[src/rtl/ps2_key_rx.sv]
// ps2_key_rx: receive-only PS/2 keyboard front end in the pixel clock domain.
// Synchronizes and de-glitches the raw PS/2 pins, deframes 11-bit frames
// (start, 8 data LSB first, odd parity, stop), folds E0/F0 prefixes into a
// single scancode event and keeps held-key levels for Space and Enter.
//
// Handshake: scan_valid and frame_err are one-cycle strobes with no ready
// input. scan_code/scan_ext/scan_break are valid in the scan_valid cycle and
// hold until the next event, so a consumer may also sample them later.
module ps2_key_rx #(
  parameter int CLK_HZ     = 25_200_000,
  parameter int FILTER_LEN = 8,
  parameter int TIMEOUT_US = 2000
) (
  input  logic       clk_pixel,
  input  logic       resetn,
  input  logic       ps2_clk_i,
  input  logic       ps2_dat_i,
  output logic       scan_valid,
  output logic [7:0] scan_code,
  output logic       scan_ext,
  output logic       scan_break,
  output logic       frame_err,
  output logic       key_space,
  output logic       key_enter,
  output logic [1:0] dbg_state
);

  // Timeout length in pixel clocks; computed in 64 bits so fractional MHz
  // clocks (25.2 MHz) do not lose precision.
  localparam longint TO_CYC_L  = (longint'(CLK_HZ) * longint'(TIMEOUT_US)) / longint'(1_000_000);
  localparam int     TO_CYC    = int'(TO_CYC_L);
  localparam int     TO_W      = $clog2(TO_CYC + 1);
  localparam logic [TO_W-1:0] TO_VAL = TO_W'(TO_CYC);
  localparam logic [7:0] FILT_LAST = 8'(FILTER_LEN - 1);

  localparam logic [7:0] CODE_EXT   = 8'hE0;
  localparam logic [7:0] CODE_BRK   = 8'hF0;
  localparam logic [7:0] CODE_SPACE = 8'h29;
  localparam logic [7:0] CODE_ENTER = 8'h5A;

  typedef enum logic [1:0] {
    ST_IDLE   = 2'd0,
    ST_DATA   = 2'd1,
    ST_PARITY = 2'd2,
    ST_STOP   = 2'd3
  } state_t;

  // ---------------------------------------------------------------------
  // Input conditioning
  // ---------------------------------------------------------------------
  logic       clk_meta, clk_sync;
  logic       dat_meta, dat_sync;
  logic [7:0] filt_cnt;
  logic       clk_filt;
  logic       clk_filt_q;
  logic       sample;

  // Two-flop synchronizers; reset to 1 because an idle PS/2 bus floats high.
  always_ff @(posedge clk_pixel or negedge resetn) begin
    if (!resetn) begin
      clk_meta <= 1'b1;
      clk_sync <= 1'b1;
      dat_meta <= 1'b1;
      dat_sync <= 1'b1;
    end else begin
      clk_meta <= ps2_clk_i;
      clk_sync <= clk_meta;
      dat_meta <= ps2_dat_i;
      dat_sync <= dat_meta;
    end
  end

  // Clock filter: the filtered clock follows only after FILTER_LEN
  // consecutive samples disagree with it; any agreeing sample restarts the run.
  always_ff @(posedge clk_pixel or negedge resetn) begin
    if (!resetn) begin
      filt_cnt <= 8'd0;
      clk_filt <= 1'b1;
    end else if (clk_sync == clk_filt) begin
      filt_cnt <= 8'd0;
    end else if (filt_cnt == FILT_LAST) begin
      clk_filt <= clk_sync;
      filt_cnt <= 8'd0;
    end else begin
      filt_cnt <= filt_cnt + 8'd1;
    end
  end

  // Delayed filtered clock for falling-edge detection.
  always_ff @(posedge clk_pixel or negedge resetn) begin
    if (!resetn) begin
      clk_filt_q <= 1'b1;
    end else begin
      clk_filt_q <= clk_filt;
    end
  end

  // One-cycle sample event on each filtered falling edge; dat_sync is the bit.
  assign sample = clk_filt_q & ~clk_filt;

  // ---------------------------------------------------------------------
  // Frame FSM
  // ---------------------------------------------------------------------
  state_t          state, state_n;
  logic [2:0]      bit_cnt;
  logic [7:0]      shift_reg;
  logic            parity_ok;
  logic [TO_W-1:0] to_cnt;
  logic            timeout_hit;
  logic            byte_ok;
  logic            err_now;

  // A frame stalls only outside IDLE; an edge in the same cycle takes priority.
  assign timeout_hit = (state != ST_IDLE) && (to_cnt == TO_VAL);

  // State register.
  always_ff @(posedge clk_pixel or negedge resetn) begin
    if (!resetn) begin
      state <= ST_IDLE;
    end else begin
      state <= state_n;
    end
  end

  // Next-state logic: sample events advance the frame, timeouts abandon it.
  always_comb begin
    state_n = state;
    unique case (state)
      ST_IDLE: begin
        if (sample && !dat_sync) state_n = ST_DATA;
      end
      ST_DATA: begin
        if (sample) begin
          if (bit_cnt == 3'd7) state_n = ST_PARITY;
        end else if (timeout_hit) begin
          state_n = ST_IDLE;
        end
      end
      ST_PARITY: begin
        if (sample) state_n = ST_STOP;
        else if (timeout_hit) state_n = ST_IDLE;
      end
      ST_STOP: begin
        if (sample || timeout_hit) state_n = ST_IDLE;
      end
      default: state_n = ST_IDLE;
    endcase
  end

  // Output decode: good byte on a clean stop bit, error on bad stop/parity or timeout.
  always_comb begin
    byte_ok = 1'b0;
    err_now = 1'b0;
    if (state == ST_STOP && sample) begin
      byte_ok = dat_sync && parity_ok;
      err_now = !(dat_sync && parity_ok);
    end else if (timeout_hit && !sample) begin
      err_now = 1'b1;
    end
  end

  // Frame datapath: bit counter, LSB-first shifter, parity result, gap timer.
  always_ff @(posedge clk_pixel or negedge resetn) begin
    if (!resetn) begin
      bit_cnt   <= 3'd0;
      shift_reg <= 8'd0;
      parity_ok <= 1'b0;
      to_cnt    <= '0;
    end else begin
      if (state == ST_IDLE || sample) begin
        to_cnt <= '0;
      end else if (!timeout_hit) begin
        to_cnt <= to_cnt + 1'b1;
      end
      if (sample) begin
        unique case (state)
          ST_IDLE: bit_cnt <= 3'd0;
          ST_DATA: begin
            shift_reg <= {dat_sync, shift_reg[7:1]};
            bit_cnt   <= bit_cnt + 3'd1;
          end
          // Odd parity over data plus parity bit means XOR of all nine is 1.
          ST_PARITY: parity_ok <= ^{dat_sync, shift_reg};
          default: ;
        endcase
      end
    end
  end

  assign dbg_state = state;

  // ---------------------------------------------------------------------
  // Byte strobe / error strobe registers
  // ---------------------------------------------------------------------
  logic       byte_stb;
  logic [7:0] byte_q;

  // Register the completed byte and the error pulse for the protocol layer.
  always_ff @(posedge clk_pixel or negedge resetn) begin
    if (!resetn) begin
      byte_stb  <= 1'b0;
      byte_q    <= 8'd0;
      frame_err <= 1'b0;
    end else begin
      byte_stb  <= byte_ok;
      frame_err <= err_now;
      if (byte_ok) byte_q <= shift_reg;
    end
  end

  // ---------------------------------------------------------------------
  // Protocol layer and key state
  // ---------------------------------------------------------------------
  logic ext_flag, brk_flag;

  // Fold E0/F0 prefixes into one event; an error discards pending prefixes.
  always_ff @(posedge clk_pixel or negedge resetn) begin
    if (!resetn) begin
      ext_flag   <= 1'b0;
      brk_flag   <= 1'b0;
      scan_valid <= 1'b0;
      scan_code  <= 8'd0;
      scan_ext   <= 1'b0;
      scan_break <= 1'b0;
      key_space  <= 1'b0;
      key_enter  <= 1'b0;
    end else begin
      scan_valid <= 1'b0;
      if (frame_err) begin
        ext_flag <= 1'b0;
        brk_flag <= 1'b0;
      end else if (byte_stb) begin
        if (byte_q == CODE_EXT) begin
          ext_flag <= 1'b1;
        end else if (byte_q == CODE_BRK) begin
          brk_flag <= 1'b1;
        end else begin
          scan_valid <= 1'b1;
          scan_code  <= byte_q;
          scan_ext   <= ext_flag;
          scan_break <= brk_flag;
          ext_flag   <= 1'b0;
          brk_flag   <= 1'b0;
          // Key levels change in the same cycle the event is published.
          if (byte_q == CODE_SPACE && !ext_flag) key_space <= ~brk_flag;
          if (byte_q == CODE_ENTER) key_enter <= ~brk_flag;
        end
      end
    end
  end

endmodule
[config.mk]
export PLATFORM = sky130hd
export DESIGN_NAME = ps2_key_rx
export DESIGN_NICKNAME = d
export VERILOG_FILES = /design/src/rtl/ps2_key_rx.sv
export SDC_FILE = /design/constraint.sdc
export NUM_CORES = 1
export LEC_CHECK = 0
export ABC_AREA = 1
export CAP_MARGIN = 0
export CORE_AREA = 2 2 73 89
export DETAILED_ROUTE_END_ITERATION = 7
export DIE_AREA = 0 0 75 91
export GPL_TIMING_DRIVEN = 0
export PLACE_DENSITY = 0.75
export SETUP_SLACK_MARGIN = 0.5
export SLEW_MARGIN = 20
export SYNTH_ARGS = -nofsm -noshare
export SYNTH_HDL_FRONTEND = slang
export SYNTH_SLANG_ARGS = --single-unit
[constraint.sdc]
create_clock -name clk_pixel -period 1.7 [get_ports clk_pixel]
set_input_delay 0.17 -clock clk_pixel [delete_from_list [all_inputs] [get_ports clk_pixel]]
set_output_delay 0.17 -clock clk_pixel [all_outputs]
set_load 0.1 [all_outputs]
==> results of run 1 <==
==> report_power, final <==
group          switching (uW)  leakage [uW]  internal [uW]
combinational            1170       0.00133            842
sequential                219      0.000926           1840
clock                     667     0.0000953            609
==> routing by layer <==
| metal | up-vias | wire length [um] | GRT usage, % |
|---|---|---|---|
| li1 | 1431 | - | - |
| met3 | 49 | 544 | 5.77 |
| met2 | 163 | 5790 | 43.7 |
| met4 | 0 | 522 | 9.82 |
| met1 | 1592 | 3760 | 29.9 |
| met5 | - | 0 | 0 |
==> worst min-delay path by stage <==
stage | startpoint | to | cells past startpoint
after global routing | ps2_dat_i | dat_meta | 1
after detailed placement | resetn | filt_cnt[4] | 1
after global placement | dat_meta | dat_sync | 0
final | ps2_dat_i | dat_meta | 1
after floorplan | resetn | bit_cnt[0] | 0
after CTS | ps2_dat_i | dat_meta | 1
==> stage by stage <==
stage,TNS (ns),hold slack (ns),instance area [um2],setup slack [ns]
4_1_cts,0,0.213,4500,0.261
3_3_place_gp,-122.14,0.347,3650,-2.28
2_1_floorplan,0,-0.126,3360,0.281
5_1_grt,0,0.204,5010,0.0625
3_5_place_dp,-0.172,0.116,3670,-0.0882
6_report,0,0.212,5010,0.135
==> placed cells by master, fill, tap and decap left out, types with 5 or more instances in the layout <==
cell	synthesis	layout
nor2_4	1	12
inv_4	0	5
nor2_1	38	23
dfrtp_1	63	59
o21ai_2	7	25
nand4_1	6	6
inv_2	3	14
nor3_4	0	7
nand2_4	1	16
o21ai_1	8	9
nand3_1	20	9
buf_6	3	23
xor2_1	5	5
buf_4	0	55
nor2_2	2	6
a21oi_1	13	9
inv_1	48	31
clkbuf_8	1	11
nand3_2	2	9
nand2_2	4	26
dfstp_2	6	6
nand2_1	97	60
buf_12	0	6
==> area by class of cell <==
type / count / share of cell area (%)
flip-flops and latches: 69 / 34.9
inverters: 51 / 4.17
well taps: 82 / 2.05
clock buffers: 11 / 3.02
multi-input cells: 259 / 37.3
repair buffers: 87 / 16.8
clock inverters: 5 / 0.699
plain buffers: 4 / 1.05
==> timing repair <==
| item | CTS | global route |
|---|---|---|
| pin swaps | 18 | 22 |
| endpoints found under the setup margin | 75 | 73 |
| hold buffers | 1 | 0 |
| setup buffers | 42 | 20 |
| endpoints found under the hold margin | 25 | 0 |
| gates resized for setup | 195 | 98 |
| cloned | 4 | 0 |
==> cells by family after synthesis <==
group | count (synthesis) | synth area share (%)
adders and majority gates | 5 | 1.91
DFF | 69 | 52.9
and+or+nand+nor | 192 | 26.2
xor gates and xnor gates | 9 | 2.40
AOI/OAI and AO/OA | 53 | 9.27
buffers and inverters | 55 | 7.29
==> metrics.cfg, run 1 <==
[floorplanning]
num_rows=31
core_um2=5930
start_util_pct=55.3
io_pins=20
die_h_um=91
dieWidth_um=75
die_area_um2=6830

[placed_design]
gp_congestion=0.799
hpwl_um=4250
portBuffers=19
place_inst=485

[clock_tree]
tritoncts=yes
htree_levels=3
cts.sinks=69
clkLatencyLatePin_ns=0.36
root_buffer=clkbuf_8
clk_pin_slew_ns=0.08
cts_buffers=9
clock_path_buffers=2

[synth]
ys_ff_latch=69
yosysTopAreaCell=dfrtp_1
syn-instance-count=383
synth.yosys.seq_area_share_pct=52.9
synth_nets=392
synth_top_cell_area_share_pct=48.1
yosysMostFrequentCell=nand2_1
yosys-top-cells-area=dfrtp_1 48%, nand2_1 11%, inv_1 5.5%
synthesis.area_um2=3280
ys_types=31
synth_warnings=0
synth_commonest_cells=97 x nand2_1, 63 x dfrtp_1, 48 x inv_1
synthFlopType=dfrtp_1
async_flop_share_pct=100
synth_edf_count=0
synth.avg_cell_area_um2=8.56

[flow_run]
cap_violations=0

[worst_setup_path]
arrival_ns=1.81
startpoint_type=register
ff2ff_setup_slack_ns=0.14
cp_slowest_cell=dfrtp_1
reg2reg_to=dbg_state[0]
worst_r2r_path_depth=10
path_depth=10
r2r_start=to_cnt[0]
critPathBufInv=2
cp_top_family=simple AND/OR/NAND/NOR gates
crit_path_start=to_cnt[0]
max_stage_delay_ns=0.42
crit_end=dbg_state[0]
path_max_fanout=5
cp_cell_sequence=inv_1, ha_2, nand2_1, inv_1, nand2_2, nor2_4, nand2_4, nand3_4, nand2_1, a21o_1
critPathKind=reg2reg
worst_ep_required_time_ns=1.94
end_kind=register

[timing]
tightest_slew_ns=0.388
max_freq_mhz=639
setup_viol=0
rsz0062_at_grt=true
slew_violations=0
skew_ns=0.0149
period_needed_ns=1.56
max_slew_margin_pct=74.1
finalHoldViolCount=0
finalCritPeriodShare_pct=92.1

[drt]
wire_per_inst_um=18.7
firstDrtPassIters=5
drc=0
viasPerCell=5.70
num_vias=3235
wirelength_um=10600
antenna_left=0
drt_iter0_drc=236

[outcome]
status=completed

[power_and_ir_drop]
p_leak_uw=0.00235
p_per_area_nw_per_um2=1070
irDropWorstVdd_mv=1.10
power_uw=5340

[finish]
final_cells=568
largest_reg_flops=16
antenna_cells=0
fin_nets=490
multi_input_area_um2=1870
areaGrowthSynthToFinish_pct=52.7
regArea_um2=1750
top_register=to_cnt
utilization_pct=84.4
drive_gt1_share_pct=52.7
fillers=291

[global_route]
grt_pass1_wl_um=13200
gr-usage-all-layers_pct=25.4
grt_pass1_vias=2958
grt_overflow=0
grt_max_degree=43
antenna_found_initial=0

[min_path]
hold_class=in2reg

Note: power is estimated with default switching activity, not from simulation.
==> run 2: changes to the inputs <==
--- a/config.mk
+++ b/config.mk
@@ -11,7 +11,7 @@
 export DETAILED_ROUTE_END_ITERATION = 7
 export DIE_AREA = 0 0 75 91
 export GPL_TIMING_DRIVEN = 0
-export PLACE_DENSITY = 0.75
+export PLACE_DENSITY = 0.73
 export SETUP_SLACK_MARGIN = 0.5
 export SLEW_MARGIN = 20
 export SYNTH_ARGS = -nofsm -noshare
==> run 2 against run 1 <==
Compared with the run above:
- global-route usage decreased by 2.2 points
- non-clock buffer count decreased by 12
- critical path type unchanged
- final cell count decreased by 1.9%
- hold slack improved by 0.026 ns
==> metrics.cfg, run 2 (synthesized netlist as in run 1, its figures left out) <==
[finish]
top_register=to_cnt
drive_gt1_share_pct=50.5  ; -2.1 points
stdcell_area_um2=4900  ; -2.1%
final_cells=557  ; -1.9%
layout_common_cells=67 x nand2_1, 55 x dfrtp_1, 45 x buf_4
antenna_cells=0  ; unchanged
fin_nets=479  ; -2.2%
areaGrowthSynthToFinish_pct=49.4
utilization_pct=82.6  ; -1.8 points
layout.cells.most_common=nand2_1
largest_reg_flops=16  ; unchanged

[timing]
fin_ws_ns=0.126  ; -0.00946 ns
tightest_slew_ns=0.400  ; +0.0119 ns
skew_ns=0.00675  ; -0.00813 ns
finalHoldViolCount=0  ; unchanged
rsz0062_at_grt=true
finalCritPeriodShare_pct=92.6  ; +0.56 points
max_slew_margin_pct=73.2  ; -0.92 points
max_freq_mhz=635  ; -0.60%
slew_violations=0  ; unchanged
hold_ws_ns=0.237  ; +0.0255 ns
setup_viol=0  ; unchanged
period_needed_ns=1.57  ; +0.00946 ns

[power_and_ir_drop]
irDropWorstVdd_mv=1.37  ; +24%
p_per_area_nw_per_um2=1200  ; +12%
p_leak_uw=0.00231  ; -1.6%

[flow_run]
cap_violations=0  ; unchanged

[global_route]
grt_max_degree=50  ; +16%
grt_overflow=0  ; unchanged
gr-usage-all-layers_pct=23.2  ; -2.2 points
antenna_found_initial=0  ; unchanged
grt_pass1_wl_um=12200  ; -7.8%
grt_pass1_vias=2845  ; -3.8%
top_usage_layer=met2
grtUsageMet1_pct=27.8  ; -2.2 points
use_met3_pct=5.99  ; +0.22 points
grt_util_met2_pct=38.1  ; -5.6 points

[floorplanning]
dieWidth_um=75  ; unchanged
start_util_pct=55.3  ; unchanged
die_h_um=91  ; unchanged
io_pins=20  ; unchanged
core_um2=5930  ; unchanged
num_rows=31  ; unchanged
die_area_um2=6830  ; unchanged

[worst_setup_path]
cp_cell_sequence=ha_2, nand2_2, nor2_4, buf_4, buf_6, nand3_2, xor2_1, nor2_1
path_max_fanout=4  ; -1
max_stage_delay_ns=0.43  ; about the same
worst_ep_required_time_ns=1.92  ; -0.02 ns
startpoint_type=register
cp_slowest_cell=dfrtp_1
arrival_ns=1.80  ; about the same
reg2reg_to=to_cnt[12]
worst_r2r_path_depth=8  ; -2
ff2ff_setup_slack_ns=0.13  ; about the same
end_kind=register
r2r_start=to_cnt[1]
critPathKind=reg2reg

[drt]
drt_iter0_drc=122  ; -48%
num_vias=2956  ; -8.6%
drc=0  ; unchanged
wirelength_um=8610  ; -19%
antenna_left=0  ; unchanged
viasPerCell=5.31  ; -6.8%
wire_per_inst_um=15.4  ; -17%
firstDrtPassIters=4  ; -1

[placed_design]
placed_cell_area_um2=3680  ; +0.20%
dp_slack_ns=-0.0830  ; +0.00520 ns
place_inst=485  ; unchanged
portBuffers=19  ; unchanged
hpwl_um=4210  ; -0.90%
gp_congestion=0.793  ; -0.78%

[clock_tree]
clk_pin_slew_ns=0.07  ; about the same
root_buffer=clkbuf_8
clkLatencyLatePin_ns=0.34  ; -0.02 ns
clock_path_buffers=2  ; unchanged
tritoncts=yes
cts.sinks=69  ; unchanged
cts_buffers=9  ; unchanged
htree_levels=3  ; unchanged

[min_path]
hold_end=dat_meta
min_from=ps2_dat_i
hold_depth=1  ; unchanged
hold_class=in2reg

[outcome]
status=completed

-- run 2: cell count changes in the layout (fill, tap and decap cells not counted), moves of 3 or more --
| cell | previous run | this run |
|---|---|---|
| nor2_2 | 6 | 9 |
| nand2_4 | 16 | 7 |
| dfrtp_1 | 59 | 55 |
| bufinv_16 | 0 | 3 |
| dfrtp_2 | 1 | 5 |
| nor2_4 | 12 | 6 |
| nand2_1 | 60 | 67 |
| inv_1 | 31 | 28 |
| o21ai_0 | 2 | 5 |
| o21ai_1 | 9 | 4 |
| buf_4 | 55 | 45 |
| nor2_1 | 23 | 26 |
-- run 2: cell type report --
| class | count | area [um2] |
|---|---|---|
| clock inverter | 3 | 90.1 |
| inverter | 51 | 216 |
| clock buffer | 13 | 169 |
| timing repair buffer | 75 | 743 |
| tap | 82 | 103 |
| fill | 320 | 1030 |
| multi-input combinational | 260 | 1780 |
| buffer | 4 | 52.6 |
| sequential | 69 | 1750 |
-- run 2: worst max path at each step --
stage	from	to	slack (ns)
after CTS	dbg_state[0]	dbg_state[0]	0.25
after global placement	resetn	frame_err	-2.29
final	to_cnt[1]	to_cnt[12]	0.13
after floorplan	dbg_state[1]	byte_q[6]	0.28
after detailed placement	dbg_state[0]	dbg_state[0]	-0.08
after global routing	to_cnt[1]	dbg_state[1]	0.06
-- run 2: repair_timing --
action                                 CTS  global route
endpoints found under the hold margin   20             0
setup buffers                           29            21
hold buffers                             1             0
resized for setup                      160           115
pin swaps                               21            28
cloned                                   5             0
setup endpoints to repair               74            68
-- run 2: power breakdown --
group	switching [uW]	internal [uW]	leakage (uW)
Sequential	215	1840	0.000920
Clock	615	1100	0.000130
Combinational	1170	942	0.00126
-- run 2: metrics by stage --
step | TNS (ns) | power [uW]
finish | 0 | 5870
CTS | 0 | 5170
floorplan | 0 | 2890
global route | 0 | 6140
detailed placement | -0.167 | 3170
global placement | -122.69 | 3150
-- run 2: metal layers --
metal  vias up  wire length (um)
met5         -                 0
met4         0               292
met3        28               317
met1      1438              3460
met2        83              4540
li1       1407                 -
-- run 2: critical path, delay by kind of cell, from the launching register on --
family	cells	cell delay, ns
xor gates and xnor gates	1	0.21
DFF	1	0.43
and+or+nand+nor	4	0.36
buffers and inverters	2	0.23
adders and majority gates	1	0.23
==> run 3: changes to the inputs <==
--- a/config.mk
+++ b/config.mk
@@ -12,7 +12,7 @@
 export DIE_AREA = 0 0 75 91
 export GPL_TIMING_DRIVEN = 0
 export PLACE_DENSITY = 0.73
-export SETUP_SLACK_MARGIN = 0.5
+export SETUP_SLACK_MARGIN = 0.3
 export SLEW_MARGIN = 20
 export SYNTH_ARGS = -nofsm -noshare
 export SYNTH_HDL_FRONTEND = slang
==> run 3 against run 2 <==
Compared with the run above:
- global-route usage is 2.3 points lower
- final cell count is 5.6% lower
- sequential cell count stayed put
- register-to-register slack better by 0.13 ns
- via count is 9.3% lower
- count of clock-buffer cells in the layout is 1 lower
- utilization is 12 points lower
- routed wire length is 21% lower
- clock skew is 0.0047 ns higher
- clock power is 6% lower
- worst setup slack better by 0.13 ns
==> metrics.cfg, run 3 (synthesized netlist as in run 1, its figures left out) <==
[clock_tree]
htree_levels=3  ; unchanged
clk_pin_slew_ns=0.07  ; about the same
clkLatencyLatePin_ns=0.34  ; about the same
cts.sinks=69  ; unchanged
cts_buffers=9  ; unchanged
clock_path_buffers=2  ; unchanged
root_buffer=clkbuf_8
tritoncts=yes

[timing]
finalCritPeriodShare_pct=84.8  ; -7.8 points
max_freq_mhz=694  ; +9.2%
hold_ws_ns=0.232  ; -0.00563 ns
setup_viol=0  ; unchanged
slew_violations=0  ; unchanged
fin_ws_ns=0.259  ; +0.133 ns
rsz0062_at_grt=true
tightest_slew_ns=0.491  ; +0.0915 ns
period_needed_ns=1.44  ; -0.133 ns
max_slew_margin_pct=67.5  ; -5.7 points
skew_ns=0.0115  ; +0.00472 ns
finalHoldViolCount=0  ; unchanged

[worst_setup_path]
worst_r2r_path_depth=8  ; unchanged
crit_path_start=to_cnt[1]
ff2ff_setup_slack_ns=0.26  ; +0.13 ns
cp_cell_sequence=buf_6, nand3_4, nor3_4, nand2_2, nor2_4, nand2_1, nor2_1, nor2_1
arrival_ns=1.67  ; -0.13 ns
end_kind=register
r2r_start=to_cnt[1]
reg2reg_to=to_cnt[13]
cp_slowest_cell=dfrtp_2
crit_top_cell=nor2_1
critPathKind=reg2reg
worst_ep_required_time_ns=1.93  ; about the same
startpoint_type=register
max_stage_delay_ns=0.43  ; about the same
path_max_fanout=4  ; unchanged

[drt]
viasPerCell=5.10  ; -3.9%
num_vias=2682  ; -9.3%
firstDrtPassIters=4  ; unchanged
drc=0  ; unchanged
antenna_left=0  ; unchanged
wirelength_um=6780  ; -21%
drt_iter0_drc=155  ; +27%
wire_per_inst_um=12.9  ; -17%

[finish]
layout_common_cells=87 x nand2_1, 56 x dfrtp_1, 38 x inv_1
areaGrowthSynthToFinish_pct=28.0
drive_gt1_share_pct=29.7  ; -21 points
fin_nets=448  ; -6.5%
layout.cells.most_common=nand2_1
top_register=to_cnt
fillers=472  ; +48%
stdcell_area_um2=4200  ; -14%
antenna_cells=0  ; unchanged
largest_reg_flops=16  ; unchanged
regArea_um2=1750  ; -0.21%
multi_input_area_um2=1490  ; -16%

[floorplanning]
die_h_um=91  ; unchanged
io_pins=20  ; unchanged
core_um2=5930  ; unchanged
num_rows=31  ; unchanged
start_util_pct=55.3  ; unchanged
die_area_um2=6830  ; unchanged
dieWidth_um=75  ; unchanged

[global_route]
grt_pass1_vias=2483  ; -13%
grt_overflow=0  ; unchanged
grt_pass1_wl_um=10900  ; -10%
gr-usage-all-layers_pct=20.9  ; -2.3 points
grt_max_degree=52  ; +4.0%
antenna_found_initial=0  ; unchanged

[power_and_ir_drop]
p_per_area_nw_per_um2=1220  ; +2.2%
irDropWorstVdd_mv=1.28  ; -6.7%
p_leak_uw=0.00203  ; -12%
power_uw=5140  ; -13%

[placed_design]
placed_cell_area_um2=3610  ; -1.8%
portBuffers=19  ; unchanged
dp_slack_ns=-0.0737  ; +0.00931 ns
hpwl_um=4120  ; -2.1%
gp_congestion=0.783  ; -1.2%

[min_path]
hold_end=dat_meta
hold_class=in2reg
hold_depth=1  ; unchanged
min_from=ps2_dat_i

[outcome]
status=completed

[flow_run]
cap_violations=0  ; unchanged

## run 3: cell count changes in the layout (fill, tap and decap cells not counted), moves of 10 or more
cell and delta:
nand2_2 -18, o21ai_0 +13, o21ai_2 -20, buf_6 -17, nand2_1 +20, buf_4 -27
inv_1 +10, buf_2 +15
## run 3: metal layers
layer | global-route usage (%) | vias to the layer above | routed length (um)
met5 | 0 | - | 0
met4 | 8.78 | 0 | 154
met2 | 32.7 | 48 | 3430
met3 | 5.33 | 16 | 228
met1 | 27.2 | 1270 | 2970
li1 | - | 1348 | -
## run 3: worst max-delay path, delay by kind of cell, from the launching register on
| family | cells | cell delay (ns) |
|---|---|---|
| buf+inv | 1 | 0.12 |
| simple gates | 7 | 0.78 |
| flops | 1 | 0.43 |
## run 3: layout make-up
cell class	count	share of cell area, %
inverters	51	4.80
plain buffers	4	1.22
well taps	82	2.44
repair buffers	44	8.62
clock buffers	12	3.46
clock inverters	4	2.27
multi-input cells	260	35.5
flip-flops and latches	69	41.7
## run 3: worst max-delay path by stage
stage                   endpoint  slack [ns]  cells after the start
floorplan              byte_q[6]        0.28                      6
global placement    dbg_state[0]       -2.29                      1
detailed placement  dbg_state[0]       -0.07                      1
CTS                 dbg_state[0]        0.12                      1
global route          to_cnt[15]        0.14                      9
finish                to_cnt[13]        0.26                      8
## run 3: timing repair
action | CTS | global route
cloned | 1 | 3
hold endpoints to repair | 18 | 0
hold buffers | 1 | 0
buffers inserted | 9 | 11
pin swaps | 6 | 16
endpoints found under the setup margin | 51 | 56
gates resized for setup | 89 | 57
## run 3: stage by stage
stage               setup TNS [ns]  cells  utilization [%]
floorplan                        0    383                -
global placement           -122.85    484             60.5
detailed placement         -0.0974    485             60.9
CTS                              0    512             66.7
global route                     0    526             70.7
finish                           0    526             70.7
## run 3: where the power goes
group,leakage [uW],internal (uW),switching (uW)
clock,0.000121,1010,600
combinational,0.000982,588,886
sequential,0.000922,1840,209
